[src/rtl/wb_pipe_stage.sv]
// Elastic writeback pipeline register: STAGES two-entry skid-buffer slices in series with flush and occupancy.
// Optional WB_PIPE_PERF_EN adds a saturating stall_cycles counter output.
module wb_pipe_stage #(
  parameter int DATA_W = 32,
  parameter int CTRL_W = 8,
  parameter int STAGES = 1,
  localparam int OCC_W = $clog2(2*STAGES+1)
) (
  input  logic              clk,
  input  logic              reset,
  input  logic              flush,
  input  logic              in_valid,
  output logic              in_ready,
  input  logic [DATA_W-1:0] in_data,
  input  logic [CTRL_W-1:0] in_ctrl,
  output logic              out_valid,
  input  logic              out_ready,
  output logic [DATA_W-1:0] out_data,
  output logic [CTRL_W-1:0] out_ctrl,
  output logic [OCC_W-1:0]  occupancy
`ifdef WB_PIPE_PERF_EN
  ,
  output logic [31:0]       stall_cycles
`endif
);

  // Link k is the input of slice k; link STAGES is the block output.
  logic [STAGES:0]   link_valid;
  logic [STAGES:0]   link_ready;
  logic [DATA_W-1:0] link_data [STAGES+1];
  logic [CTRL_W-1:0] link_ctrl [STAGES+1];

  assign link_valid[0]      = in_valid;
  assign link_data[0]       = in_data;
  assign link_ctrl[0]       = in_ctrl;
  assign link_ready[STAGES] = out_ready;

  for (genvar gi = 0; gi < STAGES; gi++) begin : g_slice
    logic              main_valid_q, main_valid_d;
    logic              skid_valid_q, skid_valid_d;
    logic [DATA_W-1:0] main_data_q, main_data_d;
    logic [DATA_W-1:0] skid_data_q, skid_data_d;
    logic [CTRL_W-1:0] main_ctrl_q, main_ctrl_d;
    logic [CTRL_W-1:0] skid_ctrl_q, skid_ctrl_d;
    logic              in_acc;

    // Ready comes straight from the skid flop, so no out_ready path reaches upstream.
    assign link_ready[gi]     = !skid_valid_q;
    assign link_valid[gi+1]   = main_valid_q;
    assign link_data[gi+1]    = main_data_q;
    assign link_ctrl[gi+1]    = main_ctrl_q;

    always_comb begin
      main_valid_d = main_valid_q;
      main_data_d  = main_data_q;
      main_ctrl_d  = main_ctrl_q;
      skid_valid_d = skid_valid_q;
      skid_data_d  = skid_data_q;
      skid_ctrl_d  = skid_ctrl_q;
      in_acc       = link_valid[gi] && !skid_valid_q;
      if (flush) begin
        main_valid_d = 1'b0;
        skid_valid_d = 1'b0;
      end else if (!main_valid_q || link_ready[gi+1]) begin
        if (skid_valid_q) begin
          main_valid_d = 1'b1;
          main_data_d  = skid_data_q;
          main_ctrl_d  = skid_ctrl_q;
          skid_valid_d = 1'b0;
        end else begin
          main_valid_d = in_acc;
          if (in_acc) begin
            main_data_d = link_data[gi];
            main_ctrl_d = link_ctrl[gi];
          end
        end
      end else if (in_acc) begin
        skid_valid_d = 1'b1;
        skid_data_d  = link_data[gi];
        skid_ctrl_d  = link_ctrl[gi];
      end
    end

    always_ff @(posedge clk or posedge reset) begin
      if (reset) begin
        main_valid_q <= 1'b0;
        skid_valid_q <= 1'b0;
        main_data_q  <= '0;
        skid_data_q  <= '0;
        main_ctrl_q  <= '0;
        skid_ctrl_q  <= '0;
      end else begin
        main_valid_q <= main_valid_d;
        skid_valid_q <= skid_valid_d;
        main_data_q  <= main_data_d;
        skid_data_q  <= skid_data_d;
        main_ctrl_q  <= main_ctrl_d;
        skid_ctrl_q  <= skid_ctrl_d;
      end
    end
  end

  assign in_ready  = link_ready[0];
  assign out_valid = link_valid[STAGES];
  assign out_data  = link_data[STAGES];
  assign out_ctrl  = out_valid ? link_ctrl[STAGES] : '0;

  logic             in_fire, out_fire;
  logic [OCC_W-1:0] occ_q, occ_d;

  assign in_fire  = in_valid && in_ready;
  assign out_fire = out_valid && out_ready;

  always_comb begin
    occ_d = occ_q + OCC_W'(in_fire) - OCC_W'(out_fire);
    if (flush) begin
      occ_d = '0;
    end
  end

  always_ff @(posedge clk or posedge reset) begin
    if (reset) begin
      occ_q <= '0;
    end else begin
      occ_q <= occ_d;
    end
  end

  assign occupancy = occ_q;

`ifdef WB_PIPE_PERF_EN
  logic [31:0] stall_q, stall_d;

  // Flush does not touch the counter; only reset clears it.
  always_comb begin
    stall_d = stall_q;
    if (out_valid && !out_ready && (stall_q != 32'hFFFF_FFFF)) begin
      stall_d = stall_q + 32'd1;
    end
  end

  always_ff @(posedge clk or posedge reset) begin
    if (reset) begin
      stall_q <= '0;
    end else begin
      stall_q <= stall_d;
    end
  end

  assign stall_cycles = stall_q;
`endif

endmodule

[config.mk]
export PLATFORM = sky130hd
export DESIGN_NAME = wb_pipe_stage
export DESIGN_NICKNAME = d
export VERILOG_FILES = /design/src/rtl/wb_pipe_stage.sv
export SDC_FILE = /design/constraint.sdc
export NUM_CORES = 1
export LEC_CHECK = 0
export BUFFER_PORTS_ARGS = -buffer_cell sky130_fd_sc_hd__buf_2
export CAP_MARGIN = 15
export CELL_PAD_IN_SITES_DETAIL_PLACEMENT = 1
export CELL_PAD_IN_SITES_GLOBAL_PLACEMENT = 2
export CORE_UTILIZATION = 32
export DETAILED_ROUTE_END_ITERATION = 8
export MAX_ROUTING_LAYER = met4
export PLACE_DENSITY_LB_ADDON = 0.08
export SYNTH_ARGS = -nofsm -noshare
export SYNTH_HDL_FRONTEND = slang
export SYNTH_SLANG_ARGS = --single-unit
[constraint.sdc]
create_clock -name clk -period 2.7 [get_ports clk]
set_clock_uncertainty 0.2 [all_clocks]
set_input_delay 0 -clock clk [delete_from_list [all_inputs] [get_ports clk]]
set_output_delay 0 -clock clk [all_outputs]
set_load 0.01 [all_outputs]
==> flow_metrics.env, run 1 <==
export IMPL_status="finished, final reports clean"
export IMPL_synth_seq_area_share_pct=55.9
export IMPL_fin_nets=428
export IMPL_grtUsageMet2_pct=23.5
export IMPL_crit_fanout=25
export IMPL_drv_cap=0
export IMPL_gp_congestion=0.666
export IMPL_dpl_hpwl_mm=5.26
export IMPL_slew_violations=0
export IMPL_coreArea_um2=11400
export IMPL_setup_viol_count_final=0
export IMPL_yosysMostFrequentCell="dfrtp_1"
export IMPL_drt_first_pass_iters=3
export IMPL_cts_buffer_depth=2
export IMPL_critPathRequiredTime_ps=2720
export IMPL_grt_busiest_layer="met2"
export IMPL_grt_pass1_vias=2545
export IMPL_drc=0
export IMPL_dieArea_um2=12200
export IMPL_cts_resized=0
export IMPL_ant_nets=0
export IMPL_period_needed_ps=2070
export IMPL_synth_top_area_cell="dfrtp_1"
export IMPL_portBuffers=88
export IMPL_drive_above_1_share_pct=50.5
export IMPL_multi_input_area_um2=1530
export IMPL_synth_distinct_cells=18
export IMPL_antenna_cells=0
export IMPL_power_mw=3.53
export IMPL_cp_slowest_cell="dfrtp_1"
export IMPL_die_h_um=110
export IMPL_relSlewSlack_pct=47.6
export IMPL_grt_pass1_wl_mm=13.2
export IMPL_min_path_type="primary input to asynchronous set/reset pin"
export IMPL_slowest_delay_ps=580
export IMPL_synth_area_leaders="dfrtp_1 56%, mux2_2 23%, mux2_1 13%, buf_6 2.4%, and2_1 1.5%"
export IMPL_cp_end_kind="flip-flop"
export IMPL_cts_sinks=84
export IMPL_clkTransAtPathRegs_ps=60
export IMPL_fin_setup_tns_ps=0
export IMPL_syn_num_nets=291
export IMPL_yosys_warnings=0
export IMPL_synthTopCellsByCount="84 x dfrtp_1, 78 x mux2_2, 42 x mux2_1"
export IMPL_path_buf_inv=1
export IMPL_fin_util_pct=44.4
export IMPL_power_per_cell_area_nw_per_um2=697
export IMPL_grt_max_degree=45
export IMPL_synth_async_sr_flop_share_pct=100
export IMPL_leakagePower_nw=2.32
export IMPL_ios=89
export IMPL_synth_top_area_share_pct=55.9
export IMPL_post_route_period_util_pct=76.7
export IMPL_finalHoldViolations=0
export IMPL_crit_type="flip-flop to flip-flop"
export IMPL_syn_avg_cell_area_um2=15.4
export IMPL_worstMarginPinSlew_ps=786
export IMPL_cts_tree="done"
export IMPL_max_freq_mhz=483
export IMPL_numCtsBuffers=9
export IMPL_ff_latch_area_um2=2100
export IMPL_synth_edf_count=0
export IMPL_whs_ps=118
export IMPL_rsz0062_at_grt="false"
export IMPL_initial_utilization_pct=32.9
export IMPL_fp_row_count=39
export IMPL_routed_via_count=2409
export IMPL_wl_mm=8.08
export IMPL_yosys_most_used_dff="dfrtp_1"
export IMPL_drt_initial_drc_count=47
export IMPL_use_met1_pct=18.9
export IMPL_antenna_found_initial=0
export IMPL_die_w_um=110
export IMPL_finalNonFillerCells=529
export IMPL_grt_util_met3_pct=4.12
export IMPL_wl_per_cell_um=15.3
export IMPL_cp_arrival_ps=2090
export IMPL_num_fill_cells=1224
export IMPL_worstSetupStartpointType="flip-flop"
export IMPL_syn_area_um2=3760
export IMPL_gr_total_overflow=0
export IMPL_synth_cells=244
export IMPL_crit_family="flip-flops"
export IMPL_ir_worst_vdd_uv=361
export IMPL_clock_latency_ps=340
export IMPL_h_tree_depth=3
export IMPL_avgViaCountPerCell=4.55
export IMPL_cts_root_buf="clkbuf_16"
export IMPL_synth_seq_cells=84
export IMPL_placed_cells=469
export IMPL_areaGrowthSynthToFinish_pct=34.9
export IMPL_gr_usage_all_layers_pct=15.3
export IMPL_cp_cell_sequence="nand2b_1 > nor3_4 > buf_4 > mux2_1"
-- flip-flops by register name (all words and copies together) (netlist names) --
register and flops:
g_slice.main_ctrl_q 8, g_slice.skid_ctrl_q 8, g_slice.skid_data_q 32, g_slice.skid_valid_q 1
occupancy 2, out_data 32, out_valid 1
-- per-layer routing --
layer / wire (µm) / share of wire [%] / vias to the layer above
met2: 3780 / 47 / 55
li1: - / - / 1138
met1: 3770 / 47 / 1207
met5: 0 / 0 / -
met3: 397 / 4.9 / 9
met4: 129 / 1.6 / 0
-- logic make-up (layout without fill, tap and decap cells) --
kind of cell | Yosys count | count (layout) | share of synthesized area [%]
buf+inv | 17 | 159 | 3.33
mux | 120 | 120 | 35.9
flops | 84 | 84 | 55.9
compound gates | 1 | 1 | 0.133
xor+xnor | 2 | 2 | 0.466
simple gates | 18 | 18 | 3.56
fa+ha+maj | 2 | 2 | 0.665
-- cell usage in the layout (no fill, tap or decap), drive strengths merged --
master         n
nor2           2
mux2         120
xnor2          1
dlygate4sd3   44
bufinv         1
clkbuf        11
dfrtp         84
nor3           3
and2           9
ha             2
nand2b         2
buf           96
a21oi          1
xor2           1
nor2b          2
inv            2
clkinv         5
-- path summary, 6_finish.rpt --
| kind | depth (start not counted) | from | to | slack [ps] |
|---|---|---|---|---|
| max in group asynchronous | 4 | reset | out_data[23] | 1390 |
| hold reg to reg | 1 | g_slice[0].skid_data_q[18] | g_slice[0].skid_data_q[18] | 280 |
| setup / recovery | 4 | out_valid | g_slice[0].skid_data_q[31] | 630 |
| min in group clk | 3 | in_data[7] | g_slice[0].skid_data_q[7] | 220 |
| setup reg to reg | 4 | out_valid | g_slice[0].skid_data_q[31] | 630 |
| hold / removal | 3 | reset | g_slice[0].skid_data_q[17] | 120 |
-- power breakdown --
part           switching [mW]  internal [mW]  total, mW
logic                   0.254          0.361      0.616
registers               0.125           1.53       1.66
clock network           0.501          0.761       1.26
total                   0.881           2.65       3.53
-- metrics by stage --
step | setup WS (ps) | cell area (µm²)
final | 628 | 5070
after global routing | 466 | 5070
after CTS | 592 | 5070
after detailed placement | 599 | 4330
after global placement | 620 | 4330
after floorplan | 335 | 3760
-- layout make-up --
type,instances,share of cell area (%)
inverters,3,0.247
clock buffers,11,4.98
flip-flops and latches,84,41.5
clock inverters,5,0.987
repair buffers,140,18.6
well taps,143,3.53
multi-input cells,143,30.2
-- worst register-to-register path: cells and delay by family, from the launching register on --
| family | cells | cell delay (ps) |
|---|---|---|
| buffers and inverters | 1 | 380 |
| flip-flops | 1 | 580 |
| multiplexers | 1 | 380 |
| AND/OR/NAND/NOR | 2 | 410 |
-- repair_timing --
item	in CTS	in global routing
hold buffers	44	0
setup buffers	0	0
hold endpoints to repair	125	0
No activity file was read; power rests on OpenSTA's default activity.
==> inputs of run 2 (changes only) <==
- clock period: 2.7 -> 1.9 ns (I/O delays scaled with it)
==> flow_metrics.env, run 2 (same netlist as run 1, synthesis figures left out) <==
export IMPL_coreArea_um2=11400
export IMPL_grtUsageMet2_pct=24.0
export IMPL_r2r_start="g_slice[0].skid_valid_q"
export IMPL_gp_congestion=0.620
export IMPL_setup_ws_ps=142
export IMPL_critPathRequiredTime_ps=1900
export IMPL_ant_nets=0
export IMPL_fin_nets=433
export IMPL_post_route_period_util_pct=92.5
export IMPL_fin_setup_tns_ps=0
export IMPL_numCtsBuffers=9
export IMPL_max_freq_mhz=569
export IMPL_initial_utilization_pct=32.9
export IMPL_clock_latency_ps=330
export IMPL_cts_tree="done"
export IMPL_dpl_hpwl_mm=5.19
export IMPL_drc=0
export IMPL_relSlewSlack_pct=59.9
export IMPL_crit_fanout=11
export IMPL_timing_rr_end="g_slice[0].skid_data_q[25]"
export IMPL_drv_cap=0
export IMPL_min_path_type="primary input to asynchronous set/reset pin"
export IMPL_finalHoldViolations=0
export IMPL_antenna_found_initial=0
export IMPL_crit_type="primary input to flip-flop"
export IMPL_die_w_um=110
export IMPL_comb_power_share_pct=17.2
export IMPL_worstMarginPinSlew_ps=600
export IMPL_cts_buffer_depth=2
export IMPL_gr_total_overflow=0
export IMPL_wl_per_cell_um=14.6
export IMPL_clkTransAtPathRegs_ps=60
export IMPL_grt_pass1_vias=2607
export IMPL_sw_frac_of_total_pct=23.1
export IMPL_h_tree_depth=3
export IMPL_clkPwrFrac_pct=38.0
export IMPL_rr_worst_depth=4
export IMPL_power_mw=5.23
export IMPL_cts_resized=0
export IMPL_leakagePower_nw=2.36
export IMPL_whs_ps=91.1
export IMPL_post_cts_buffers=0
export IMPL_status="finished, final reports clean"
export IMPL_avgViaCountPerCell=4.54
export IMPL_drive_above_1_share_pct=50.5
export IMPL_grt_pass1_wl_mm=12.9
export IMPL_ctsHoldBuffers=45
export IMPL_drt_first_pass_iters=4
export IMPL_r2r_slack_ps=150
export IMPL_net_switching_power_mw=1.21
export IMPL_wl_mm=7.76
export IMPL_grt_max_degree=38
export IMPL_p_int_mw=4.02
export IMPL_final_area_um2=5200
export IMPL_pre_cts_slack_ps=136
export IMPL_layout_common_cells="88 x buf_2, 83 x dfrtp_1, 78 x mux2_2"
export IMPL_setup_viol_count_final=0
export IMPL_cts_sinks=84
export IMPL_ir_worst_vdd_uv=395
export IMPL_slew_violations=0
export IMPL_drt_initial_drc_count=38
export IMPL_die_h_um=110
export IMPL_worstSetupStartpointType="primary input"
export IMPL_areaGrowthSynthToFinish_pct=38.3
export IMPL_gr_usage_all_layers_pct=14.7
export IMPL_dieArea_um2=12200
export IMPL_antenna_cells=0
export IMPL_power_per_cell_area_nw_per_um2=1010
export IMPL_ios=89
export IMPL_fp_row_count=39
export IMPL_cp_end_kind="flip-flop"
export IMPL_use_met1_pct=17.6
export IMPL_grt_util_met3_pct=4.12
export IMPL_cp_arrival_ps=1760
export IMPL_cts_root_buf="clkbuf_16"
export IMPL_power_frac_seq_pct=44.9
export IMPL_placed_area_um2=4410
export IMPL_portBuffers=88
export IMPL_period_needed_ps=1760
export IMPL_rsz0062_at_grt="false"
export IMPL_layout_commonest_cell="buf_2"
export IMPL_grt_busiest_layer="met2"
export IMPL_routed_via_count=2418
export IMPL_num_fill_cells=1213
[run 2: cell types whose count changed in the layout (fill, tap and decap cells not counted), sizes merged]
cell | before | now
buf | 96 | 100
bufinv | 1 | 3
clkinv | 5 | 0
clkinvlp | 0 | 2
dlygate4sd3 | 44 | 45
[run 2: worst max-delay path by stage]
stage | startpoint | cells after the start | to
CTS | g_slice[0].skid_valid_q | 4 | g_slice[0].skid_data_q[25]
finish | out_ready | 6 | g_slice[0].skid_data_q[25]
detailed placement | g_slice[0].skid_valid_q | 4 | g_slice[0].skid_data_q[25]
global route | out_ready | 6 | g_slice[0].skid_data_q[25]
floorplan | out_valid | 5 | g_slice[0].main_ctrl_q[0]
global placement | g_slice[0].skid_valid_q | 4 | g_slice[0].skid_data_q[18]
[run 2: critical path: stages]
cell	delay, ps
dlygate4sd3_1	530
buf_2	150
nand2b_1	210
nor3_4	260
buf_4	260
mux2_1	340
[run 2: power groups by stage]
stage	clock network (mW)	logic (mW)	registers, mW
after floorplan	0	0.471	2.41
after global placement	0	0.826	2.36
after detailed placement	0	0.846	2.38
after CTS	2.07	0.921	2.35
after global routing	2.13	1.00	2.41
final	1.99	0.897	2.35
[run 2: routing by layer]
layer	wire (µm)	part of all wire (%)	vias to the layer above
li1	-	-	1142
met1	3550	46	1220
met2	3850	50	54
met3	323	4.2	2
met4	42	0.54	0
met5	0	0	-
[run 2: cell type report]
type	instances	area (µm²)	share of cell area [%]
clock buffer	11	243	4.67
clock inverter	4	97.6	1.88
inverter	3	15.0	0.289
multi-input combinational	143	1530	29.5
sequential	84	2100	40.4
tap	143	179	3.44
timing repair buffer	145	1030	19.8
[run 2: metrics by stage]
stage | std cells | utilization, %
6_report | 533 | 45.6
5_1_grt | 533 | 45.6
4_1_cts | 533 | 45.6
3_5_place_dp | 473 | 38.6
3_3_place_gp | 473 | 38.6
2_1_floorplan | 244 | -
==> inputs of run 3 (changes only) <==
- ABC_AREA: not set -> 1
- CORE_UTILIZATION: 32 -> 27
==> flow_metrics.env, run 3 <==
export IMPL_die_w_um=124
export IMPL_num_fill_cells=1779
export IMPL_synth_distinct_cells=16
export IMPL_path_buf_inv=4
export IMPL_cts_root_buf="clkbuf_16"
export IMPL_clkTransAtPathRegs_ps=70
export IMPL_syn_num_nets=575
export IMPL_ios=89
export IMPL_wl_per_cell_um=15.5
export IMPL_finalHoldViolations=0
export IMPL_drive_above_1_share_pct=19.9
export IMPL_yosys_most_used_dff="dfrtp_1"
export IMPL_cp_common_cell="buf_4"
export IMPL_cp_slowest_cell="dfrtp_2"
export IMPL_antenna_found_initial=0
export IMPL_synth_cells=528
export IMPL_antenna_cells=0
export IMPL_r2r_start="out_valid"
export IMPL_cts_tree="done"
export IMPL_crit_type="flip-flop to output pin"
export IMPL_worstMarginPinSlew_ps=680
export IMPL_ant_nets=0
export IMPL_fp_row_count=44
export IMPL_critPathRequiredTime_ps=1700
export IMPL_die_h_um=124
export IMPL_areaGrowthSynthToFinish_pct=35.1
export IMPL_synth_top_area_share_pct=52.5
export IMPL_cts_sinks=84
export IMPL_synth_area_leaders="dfrtp_1 53%, nand2_1 28%, nand3_1 10%, buf_2 3.5%, inv_1 1.8%"
export IMPL_drc=0
export IMPL_synth_mux_area_share_pct=0
export IMPL_h_tree_depth=3
export IMPL_syn_avg_cell_area_um2=7.58
export IMPL_avgViaCountPerCell=4.55
export IMPL_drv_cap=0
export IMPL_cp_end_kind="output pin"
export IMPL_grt_max_degree=42
export IMPL_synth_top_family_by_area="simple AND/OR/NAND/NOR gates"
export IMPL_numCtsBuffers=9
export IMPL_finalNonFillerCells=842
export IMPL_gp_congestion=0.709
export IMPL_clock_latency_ps=340
export IMPL_synthTopCellsByCount="294 x nand2_1, 84 x dfrtp_1, 81 x nand3_1"
export IMPL_relSlewSlack_pct=54.6
export IMPL_fin_nets=702
export IMPL_dieArea_um2=15300
export IMPL_fin_setup_tns_ps=0
export IMPL_holdCritStartpoint="flush"
export IMPL_grt_pass1_wl_mm=20.3
export IMPL_status="finished, final reports clean"
export IMPL_dpl_hpwl_mm=8.02
export IMPL_ir_worst_vdd_uv=398
export IMPL_cts_buffer_depth=2
export IMPL_r2r_slack_ps=180
export IMPL_yosys_warnings=0
export IMPL_setup_viol_count_final=0
export IMPL_leakagePower_nw=3.06
export IMPL_drt_first_pass_iters=4
export IMPL_placed_cells=784
export IMPL_cp_arrival_ps=1610
export IMPL_initial_utilization_pct=27.7
export IMPL_synth_async_sr_flop_share_pct=100
export IMPL_drt_initial_drc_count=98
export IMPL_synth_edf_count=0
export IMPL_synth_fa_ha_area_share_pct=0.625
export IMPL_coreArea_um2=14500
export IMPL_crit_family="buffers and inverters"
export IMPL_rsz0062_at_grt="false"
export IMPL_max_freq_mhz=552
export IMPL_synth_seq_cells=84
export IMPL_cp_cell_sequence="buf_4 > inv_2 > buf_4 > buf_2"
export IMPL_power_per_cell_area_nw_per_um2=944
export IMPL_timing_rr_end="g_slice[0].skid_valid_q"
export IMPL_yosys_area_share_simple_pct=39.8
export IMPL_layout_common_cells="294 x nand2_1, 88 x buf_2, 83 x dfrtp_1"
export IMPL_crit_fanout=22
export IMPL_rr_worst_depth=5
export IMPL_power_mw=5.11
export IMPL_synth_top_area_cell="dfrtp_1"
export IMPL_wl_mm=13.0
export IMPL_pre_cts_slack_ps=-15.4
export IMPL_post_route_period_util_pct=95.4
export IMPL_gr_total_overflow=0
export IMPL_synthXorXnorAreaFrac_pct=0
export IMPL_multi_input_area_um2=1640
export IMPL_worstSetupStartpointType="flip-flop"
export IMPL_synth_seq_area_share_pct=52.5
export IMPL_holdPathStages=4
export IMPL_routed_via_count=3831
export IMPL_slew_violations=0
export IMPL_layout_commonest_cell="nand2_1"
export IMPL_yosysMostFrequentCell="nand2_1"
export IMPL_synth_compound_area_share_pct=0.125
export IMPL_syn_area_um2=4000
export IMPL_gr_usage_all_layers_pct=18.4
export IMPL_min_path_type="primary input to flip-flop"
export IMPL_ff_latch_area_um2=2100
export IMPL_period_needed_ps=1810
export IMPL_hold_end="out_data[24]"
export IMPL_grt_pass1_vias=3757
export IMPL_slowest_delay_ps=440
export IMPL_setup_ws_ps=87.9
export IMPL_portBuffers=88
[run 3: cell types whose count changed in the layout (fill, tap and decap cells not counted), moves of 5 or more]
cell     previous run  this run
and2_1              9         0
nand3_1             0        81
nand2_1             0       294
buf_4               8        14
mux2_2             78         0
nor2_4              0         5
inv_1               2        18
mux2_1             42         0
[run 3: worst max path at each step]
stage | start | end | slack (ps) | depth (start not counted)
finish | g_slice[0].skid_valid_q | in_ready | 90 | 4
global route | g_slice[0].skid_valid_q | in_ready | 6 | 4
CTS | g_slice[0].skid_valid_q | out_data[15] | -30 | 4
detailed placement | g_slice[0].skid_valid_q | g_slice[0].main_ctrl_q[7] | -20 | 4
global placement | g_slice[0].skid_valid_q | g_slice[0].main_ctrl_q[7] | 7 | 4
floorplan | g_slice[0].skid_valid_q | occupancy[1] | 70 | 9
[run 3: metal layers]
| metal | GRT usage, % | part of all wire [%] |
|---|---|---|
| met1 | 25.3 | 52 |
| met2 | 27.7 | 44 |
| met4 | 7.08 | 1.4 |
| met5 | - | 0 |
| met3 | 2.24 | 2.8 |
[run 3: report_power, final]
group          total [mW]  switching, mW  internal, mW
Combinational       0.961          0.554         0.407
Sequential           2.35          0.196          2.15
Clock                1.80          0.724          1.08
[run 3: repair_timing]
action                                  in CTS  in global routing
hold buffers                                43                  0
cloned                                       0                  1
endpoints found under the setup margin       4                 40
endpoints found under the hold margin      167                  0
setup buffers                                0                  0
resized for setup                            0                  1
[run 3: layout make-up]
cell class              instances  area share, %
clock inverters                 2          0.648
well taps                     184           4.26
flip-flops and latches         84           38.9
clock buffers                  12           4.74
inverters                      21           1.53
multi-input cells             390           30.4
repair buffers                149           19.5
[run 3: stage by stage]
stage	hold WS [ps]	utilization [%]	area, µm²
2_1_floorplan	-135	-	4010
3_5_place_dp	-89.5	32.3	4670
3_3_place_gp	-103	32.3	4670
6_report	6.61	37.3	5410
4_1_cts	50.0	37.3	5400
5_1_grt	52.5	37.3	5410
[run 3: kinds of logic (layout without fill, tap and decap cells)]
group / after synthesis / in the layout
flip-flops: 84 / 84
buffers and inverters: 55 / 184
AND/OR/NAND/NOR: 386 / 387
adder cells (fa/ha/maj): 2 / 2
AO/OA/AOI/OAI: 1 / 1
[run 3: tightest hold or removal path: cells and delay by family]
family	cells	cell delay, ps
buffers and inverters	1	190
AND/OR/NAND/NOR	3	310
